### config.mk
export PLATFORM = sky130hd
export DESIGN_NAME = dvp_capture
export DESIGN_NICKNAME = d
export VERILOG_FILES = /design/src/rtl/dvp_capture.sv
export SDC_FILE = /design/constraint.sdc
export NUM_CORES = 1
export LEC_CHECK = 0
export BUFFER_PORTS_ARGS = -buffer_cell sky130_fd_sc_hd__buf_2
export CAP_MARGIN = 20
export CORE_ASPECT_RATIO = 0.5
export CORE_MARGIN = 2
export CORE_UTILIZATION = 55
export DETAILED_ROUTE_END_ITERATION = 10
export GPL_TIMING_DRIVEN = 0
export PLACE_DENSITY = 0.79
export SETUP_SLACK_MARGIN = 0.3
export SKIP_CTS_REPAIR_TIMING = 1
export SYNTH_ARGS = -nofsm -noshare
export SYNTH_HDL_FRONTEND = slang
export SYNTH_SLANG_ARGS = --single-unit
### constraint.sdc
create_clock -name clk -period 5.8 [get_ports clk]
set_input_delay 1.74 -clock clk [delete_from_list [all_inputs] [get_ports clk]]
set_output_delay 1.74 -clock clk [all_outputs]
set_load 0.005 [all_outputs]
### src/rtl/dvp_capture.sv
`default_nettype none
// ============================================================================
// Module   : dvp_capture
// Brief    : DVP camera front end. Frame-aligned capture, RGB565 byte pairing,
//            geometry enforcement, sticky line/frame length errors.
//            Optional macro DVP_CAPTURE_TESTPAT_EN replaces pixels with a
//            coordinate pattern {x[8:4], y[8:3], x[8:4]}.
// Revision : 1.0 - initial release
// ============================================================================
module dvp_capture #(
    parameter int IMG_WIDTH         = 640,
    parameter int IMG_HEIGHT        = 480,
    parameter int HI_BYTE_FIRST     = 1,
    parameter int VSYNC_ACTIVE_HIGH = 1
) (
    input  logic        clk,
    input  logic        rst_n,
    input  logic        cam_vsync,
    input  logic        cam_href,
    input  logic [7:0]  cam_data,
    input  logic        capture_enable,
    input  logic        err_clear,
    output logic        pixel_valid,
    output logic [15:0] pixel_out,
    output logic        vsync_out,
    output logic        frame_start,
    output logic        frame_done,
    output logic [9:0]  x_count,
    output logic [8:0]  y_count,
    output logic        line_len_err,
    output logic        frame_len_err
);

    localparam logic [1:0]  c_S_IDLE        = 2'd0;
    localparam logic [1:0]  c_S_WAIT_VS     = 2'd1;
    localparam logic [1:0]  c_S_WAIT_END_VS = 2'd2;
    localparam logic [1:0]  c_S_ACTIVE      = 2'd3;

    localparam logic [9:0]  c_WIDTH    = 10'(IMG_WIDTH);
    localparam logic [8:0]  c_HEIGHT   = 9'(IMG_HEIGHT);
    localparam logic [10:0] c_WIDTH_P1 = 11'(IMG_WIDTH + 1);

    logic [1:0]  r_state;
    logic        r_phase;
    logic        r_href_d;
    logic [7:0]  r_byte;
    logic [9:0]  r_x;
    logic [8:0]  r_y;
    logic [10:0] r_line_pix;
    logic        r_pv;
    logic [15:0] r_pix;
    logic        r_vsync_out;
    logic        r_fs;
    logic        r_fd;
    logic        r_line_err;
    logic        r_frame_err;

    logic        w_vs;
    logic        w_line_end;
    logic        w_in_bounds;
    logic [8:0]  w_y_next;
    logic [15:0] w_pix;

    assign w_vs        = (VSYNC_ACTIVE_HIGH != 0) ? cam_vsync : ~cam_vsync;
    assign w_line_end  = ~cam_href & r_href_d;
    assign w_in_bounds = (r_x < c_WIDTH) && (r_y < c_HEIGHT);
    // y_count after this cycle's line end, so the frame check sees it too
    assign w_y_next    = (w_line_end && (r_y != c_HEIGHT)) ? r_y + 9'd1 : r_y;

`ifdef DVP_CAPTURE_TESTPAT_EN
    assign w_pix = {r_x[8:4], r_y[8:3], r_x[8:4]};
`else
    assign w_pix = (HI_BYTE_FIRST != 0) ? {r_byte, cam_data} : {cam_data, r_byte};
`endif

    always_ff @(posedge clk) begin
        if (!rst_n) begin
            r_state     <= c_S_IDLE;
            r_phase     <= 1'b0;
            r_href_d    <= 1'b0;
            r_byte      <= 8'd0;
            r_x         <= 10'd0;
            r_y         <= 9'd0;
            r_line_pix  <= 11'd0;
            r_pv        <= 1'b0;
            r_pix       <= 16'd0;
            r_vsync_out <= 1'b0;
            r_fs        <= 1'b0;
            r_fd        <= 1'b0;
            r_line_err  <= 1'b0;
            r_frame_err <= 1'b0;
        end else begin
            r_vsync_out <= w_vs;
            r_href_d    <= cam_href;
            r_pv        <= 1'b0;
            r_fs        <= 1'b0;
            r_fd        <= 1'b0;

            // Clear first so that any set below in the same cycle wins
            if (err_clear) begin
                r_line_err  <= 1'b0;
                r_frame_err <= 1'b0;
            end

            if (!capture_enable) begin
                r_state    <= c_S_IDLE;
                r_phase    <= 1'b0;
                r_x        <= 10'd0;
                r_y        <= 9'd0;
                r_line_pix <= 11'd0;
            end else begin
                case (r_state)
                    c_S_IDLE: r_state <= c_S_WAIT_VS;
                    c_S_WAIT_VS: begin
                        if (w_vs) r_state <= c_S_WAIT_END_VS;
                    end
                    c_S_WAIT_END_VS: begin
                        if (!w_vs) begin
                            r_state <= c_S_ACTIVE;
                            r_fs    <= 1'b1;
                        end
                    end
                    c_S_ACTIVE: begin
                        if (cam_href) begin
                            if (!r_href_d || !r_phase) begin
                                r_byte  <= cam_data;
                                r_phase <= 1'b1;
                            end else begin
                                r_phase <= 1'b0;
                                if (r_line_pix != c_WIDTH_P1) r_line_pix <= r_line_pix + 11'd1;
                                if (w_in_bounds) begin
                                    r_pv  <= 1'b1;
                                    r_pix <= w_pix;
                                    r_x   <= r_x + 10'd1;
                                end
                            end
                        end else if (r_href_d) begin
                            if ((r_line_pix != {1'b0, c_WIDTH}) || r_phase) r_line_err <= 1'b1;
                            r_phase    <= 1'b0;
                            r_x        <= 10'd0;
                            r_line_pix <= 11'd0;
                            r_y        <= w_y_next;
                        end
                        if (w_vs) begin
                            if (w_y_next != c_HEIGHT) r_frame_err <= 1'b1;
                            r_state    <= c_S_WAIT_END_VS;
                            r_fd       <= 1'b1;
                            r_phase    <= 1'b0;
                            r_x        <= 10'd0;
                            r_y        <= 9'd0;
                            r_line_pix <= 11'd0;
                        end
                    end
                    default: r_state <= c_S_IDLE;
                endcase
            end
        end
    end

    assign pixel_valid   = r_pv;
    assign pixel_out     = r_pix;
    assign vsync_out     = r_vsync_out;
    assign frame_start   = r_fs;
    assign frame_done    = r_fd;
    assign x_count       = r_x;
    assign y_count       = r_y;
    assign line_len_err  = r_line_err;
    assign frame_len_err = r_frame_err;

endmodule
`default_nettype wire
; ---- Word-level counts from Yosys, hierarchy flattened
; Cells that the tools add are included.
[totals]
out_inout_bits = 41
register_bits = 64
elab_cells = 94
in_bits = 14
[op_classes]
bitwise = 6
n_addsub = 3
muxes = 35
eq_ne = 13
reduce_logical = 21
order_cmp = 2
[op_table]
columns = operator, count
row1 = 2-to-1 mux 11 bit, 5
row2 = 2-to-1 mux 10 bit, 5
row3 = 2-to-1 mux 9 bit, 4
row4 = inequality test 11 x 10 -> 1 bit (second input constant), 2
row5 = 2-to-1 mux 1 bit, 18
row6 = inequality test 9 bit (second input constant), 2
row7 = AND reduction 4 bit, 3
row8 = adder 11 x 1 -> 11 bit (second input constant), 1
row9 = adder 10 x 1 -> 10 bit (second input constant), 1
row10 = < comparator 10 bit (second input constant), 1
row11 = adder 9 x 1 -> 9 bit (second input constant), 1
row12 = < comparator 9 bit (second input constant), 1
row13 = AND reduction 3 bit, 3
row14 = inequality test 3 x 2 -> 1 bit (second input constant), 2
row15 = one-hot mux 2 bit (3 select lines), 1
row16 = AND reduction 2 bit, 3
row17 = NOT 1 bit, 5
row18 = AND reduction 5 bit, 1
row19 = OR reduction 5 bit, 1
row20 = == test 2 bit (second input constant), 2
row21 = 2-to-1 mux 2 bit, 2
row22 = inequality test 2 bit (second input constant), 2
row23 = inequality test 3 bit (second input constant), 1
row24 = nonzero test 3 bit, 1
row25 = 9 further kinds, 12

; ---- Depth between registers and ports, before layout
[depth]
ltp_word = 9
ltp_mapped = 8
mapped_depth_nobuf = 7

; ---- Least setup slack after synthesis
; OpenSTA, ideal clock, no wires.
[synth_path]
kind = input-to-reg
from = input cam_href
to = register r_x[4] (netlist: x_count[4])
t_arrival_ns = 3.086
path_slack_ns = 2.654
required_ns = 5.741
n_path_buf = 2
stages = 7
setup_time_ns = 0.059
cell_sequence = buf_2 -> nand2b_2 -> a21oi_1 -> or2_2 -> clkbuf_1 -> or4_1 -> nand2_1
[synth_between]
elab_chain_cells = 2
word_cells_on_any_way = 6
cone_classes = eq/ne: 2 / mux: 2 / reduce/logical: 2
[synth_rtl]
columns = element, line
row1 = start: declaration, 19  ; input logic cam_href,
row2 = inequality test 3 bit (no source line) (tied with other cells), --
row3 = AND reduction 4 bit (no source line) or 2-to-1 mux 10 bit (tied branches), --
row4 = end signal: assignment, 134  ; r_x <= r_x + 10'd1;
row5 = end: declaration, 47  ; logic [9:0] r_x;
; Several ways; a longest one is shown, not always the timed one.
; A chain may end at the register's enable or synchronous reset.

; ---- Final worst setup path
[layout_path]
from = input cam_href
to = register r_frame_err (netlist: frame_len_err)
[layout_between]
elab_chain_cells = 9
[layout_rtl]
columns = element, line
row1 = NOT 1 bit (no source line), --
row2 = bitwise AND 1 bit, 65  ; assign w_line_end = ~cam_href & r_href_d;
row3 = logical AND 1 bit, 68  ; assign w_y_next = (w_line_end && (r_y != c_HEIGHT)) ? r_y + 9'd1 : r_y;
row4 = 2-to-1 mux 9 bit, 68
row5 = inequality test 9 bit, 145  ; if (w_y_next != c_HEIGHT) r_frame_err <= 1'b1;
row6 = 2-to-1 mux 1 bit, 145
row7 = 2-to-1 mux 1 bit, 144  ; if (w_vs) begin
row8 = 2-to-1 mux 1 bit, 112  ; case (r_state)
row9 = 2-to-1 mux 1 bit, 105  ; if (!capture_enable) begin
row10 = end signal: assignment, 91  ; r_frame_err <= 1'b0;
row11 = end signal: assignment, 102  ; r_frame_err <= 1'b0;
row12 = end signal: assignment, 145
row13 = end: declaration, 56  ; logic r_frame_err;
; No other way between the ends.

==> impl_metrics.yaml <==
timing:
  grt_setup_unrepaired: "no"
  layout_worst_path_cycle_share: 0.550
  finClkSkew_ns: 0.00971
  max_freq_ghz: 0.314
  setup_total_negative_slack_ns: 0
  worstMarginPinSlew_ns: 1.02
  max-slew-margin-rel: 0.312
  final_setup_fails: 0
  final.setup.worst_slack_ns: 2.61
  report.final.hold_viol_count: 0
  slew_violations: 0
  final.min_clock_period_ns: 3.19
setup_path:
  worstRegToRegCells: 7
  cp_data_arrival_time_ns: 3.41
  crit_end: "frame_len_err$_SDFF_PN0_"
  timing.critical_path.to_type: "flip-flop"
  worstPathRequired_ns: 6.02
  path_max_fanout: 9
  critical_path_class: "in -> reg"
  timing.reg2reg.setup_slack_ns: 3.57
  regToRegStartpoint: "r_line_pix[1]$_SDFFE_PN0P_"
  worstSetupStartpoint: "cam_href"
  worst_r2r_endpoint: "r_line_pix[4]$_SDFFE_PN0P_"
  startpoint_type: "primary input"
logic_synthesis:
  yosys_most_used_dff: "sky130_fd_sc_hd__dfxtp_1"
  mappedNetlistArea_mm2: 0.00293
  synth.distinct_cells: 47
  synth_common_cells: "sky130_fd_sc_hd__dfxtp_1, sky130_fd_sc_hd__nor2_1, sky130_fd_sc_hd__mux2i_1, sky130_fd_sc_hd__nand2_1, sky130_fd_sc_hd__o21ai_0"
  syn_inst: 336
  synth_sequential_area_ratio: 0.438
  synth_enable_flop_cells: 0
  yosys.area.top_type: "sky130_fd_sc_hd__dfxtp_1"
  post-synth-top-count-cell: "sky130_fd_sc_hd__dfxtp_1"
  synth.avg_cell_area_um2: 8.71
  syn_nets: 356
  async_flop_share: 0
  synthesis.yosys.warnings: 0
  yosysTopAreaCellShare: 0.438
  synth_area_leaders: "sky130_fd_sc_hd__dfxtp_1, sky130_fd_sc_hd__mux2i_1, sky130_fd_sc_hd__nor2_1"
  ys_seq_elements: 64
cts:
  clock_tree.root_cell: "sky130_fd_sc_hd__clkbuf_8"
  clk_transition_reported_paths_ns: 0.07
  clock_tree.htree_level_count: 3
  tritoncts_num_sinks: 64
  cts_tree: "yes"
  clockBufferDepth: 2
  cts_inserted_buffers: 9
  worstSkewPairLatency_ns: 0.35
drt:
  overall_routed_net_length_um: 6960
  vias_per_cell: 5.69
  drt-initial-drc-count: 185
  antenna_violating_nets_remaining: 0
  drtPass1Iterations: 4
  via_count: 2704
  drcViolationCount: 0
  wl_per_cell_um: 14.7
power_and_ir_drop:
  power_density_mw_per_mm2: 256
  net-switching-power_uw: 203
  vdd.ir_drop.worst_uv: 177
  seq_power_share: 0.494
  post-layout-total-power_uw: 895
  power.switching_fraction: 0.227
  internal_power_uw: 692
  comb_power_share: 0.031
  p_clk_frac: 0.475
  total_leakage_power_uw: 0.00159
grt:
  grt_antenna_before_repair: 0
  grt_first_pass_wirelength_um: 11700
  via_count_of_the_first_global_routing_pass: 2547
  grt_start_max_net_pins: 13
  global_route_usage_over_all_layers: 0.249
  global_route.overflow_total: 0
floorplan:
  die_x_um: 107
  initial_utilization: 0.583
  fp.dieArea_mm2: 0.00596
  core_area_mm2: 0.00502
  die_height_um: 55.6
  std_cell_rows: 18
  io_pins: 55
place:
  dpl.hpwl_um: 4950
  placement.cell_area_mm2: 0.00328
  place.port_buffers: 53
  dp_worst_setup_slack_ns: 2.33
  globalplace.congestion: 0.882
cells_and_area:
  area_growth_syn_to_layout_pct: 19.5
  multiInputGateArea_mm2: 0.00153
  nFillCells: 404
  area.sequential_mm2: 0.00128
  nets: 420
  diodes: 0
  design_area_mm2: 0.00350
  layout_cell_share_with_drive_strength_beyond_1: 0.198
min_path:
  min-delay-path-class: "reg -> reg"
outcome:
  result_of_the_run: "complete, no violations"
run:
  max_cap_violations: 0
==> final cells by class <==
cell class,count,area share
multi-input combinational,246,0.436
sequential,64,0.366
timing repair buffer,53,0.0758
clock buffer,9,0.0354
clock inverter,7,0.0272
buffer,17,0.0250
tap,70,0.0250
inverter,9,0.00965
==> power by group through the flow <==
stage	Sequential [uW]	Combinational (uW)	Clock (uW)
CTS	442	27.1	428
detailed placement	452	26.6	0
finish	442	27.4	425
global placement	452	26.2	0
global route	442	29.7	449
floorplan	452	15.3	0
==> stage by stage <==
step / cells / hold slack [ns] / util
floorplan: 336 / 0.455 / -
global placement: 459 / 0.467 / 0.653
detailed placement: 459 / 0.469 / 0.653
CTS: 475 / 0.479 / 0.697
global route: 475 / 0.521 / 0.697
finish: 475 / 0.476 / 0.697
==> worst min path at each step <==
stage,start,endpoint,slack (ns),depth (start not counted)
after CTS,line_len_err$_SDFF_PN0_,line_len_err$_SDFF_PN0_,0.48,2
after detailed placement,line_len_err$_SDFF_PN0_,line_len_err$_SDFF_PN0_,0.47,2
final,line_len_err$_SDFF_PN0_,line_len_err$_SDFF_PN0_,0.48,2
after global routing,line_len_err$_SDFF_PN0_,line_len_err$_SDFF_PN0_,0.52,2
after floorplan,r_line_pix[9]$_SDFFE_PN0P_,r_line_pix[9]$_SDFFE_PN0P_,0.46,2
after global placement,r_byte[1]$_SDFFE_PN0P_,pixel_out[9]$_SDFFE_PN0P_,0.47,2
==> worst max-delay path, cell delays in order <==
cell	delay [ns]
sky130_fd_sc_hd__buf_2	0.15
sky130_fd_sc_hd__nor2b_1	0.40
sky130_fd_sc_hd__and3_1	0.23
sky130_fd_sc_hd__clkbuf_1	0.23
sky130_fd_sc_hd__a31oi_1	0.14
sky130_fd_sc_hd__a2111oi_0	0.38
sky130_fd_sc_hd__a31oi_1	0.14
==> sequential cells by signal, summed over array words and instances, names as in the netlist, 2 cells and up <==
signal,flops
pixel_out,16
r_line_pix,11
r_state,2
x_count,10
y_count,9
r_byte,8
==> placed cells by master (no fill, tap or decap), drive strengths merged, types with 2 or more instances in the layout <==
cell,instances
a211o,2
a21oi,15
a31oi,5
a41oi,2
and2,5
and3,7
and4,2
buf,60
bufinv,2
clkbuf,19
clkinv,4
dfxtp,64
ha,6
inv,9
mux2i,28
nand2,24
nand2b,4
nand3,11
nand3b,2
nand4,9
nand4b,2
nor2,47
nor2b,4
nor3,7
nor4,4
o21a,3
o21ai,21
o31ai,3
o41ai,3
or3,11
or4,3
xnor2,3
xor2,2
==> logic make-up after synthesis <==
logic type / synth area share
simple gates: 0.259
flops: 0.438
compound gates: 0.126
mux: 0.0957
buf+inv: 0.0415
fa+ha+maj: 0.0256
xor+xnor: 0.0150
==> per-layer routing <==
layer	share of wire	vias up	GRT usage
li1	-	1334	-
met1	0.46	1280	0.313
met2	0.47	76	0.407
met3	0.057	14	0.0609
met4	0.018	0	0.109
met5	0	-	0
No activity file was read; power rests on OpenSTA's default activity.
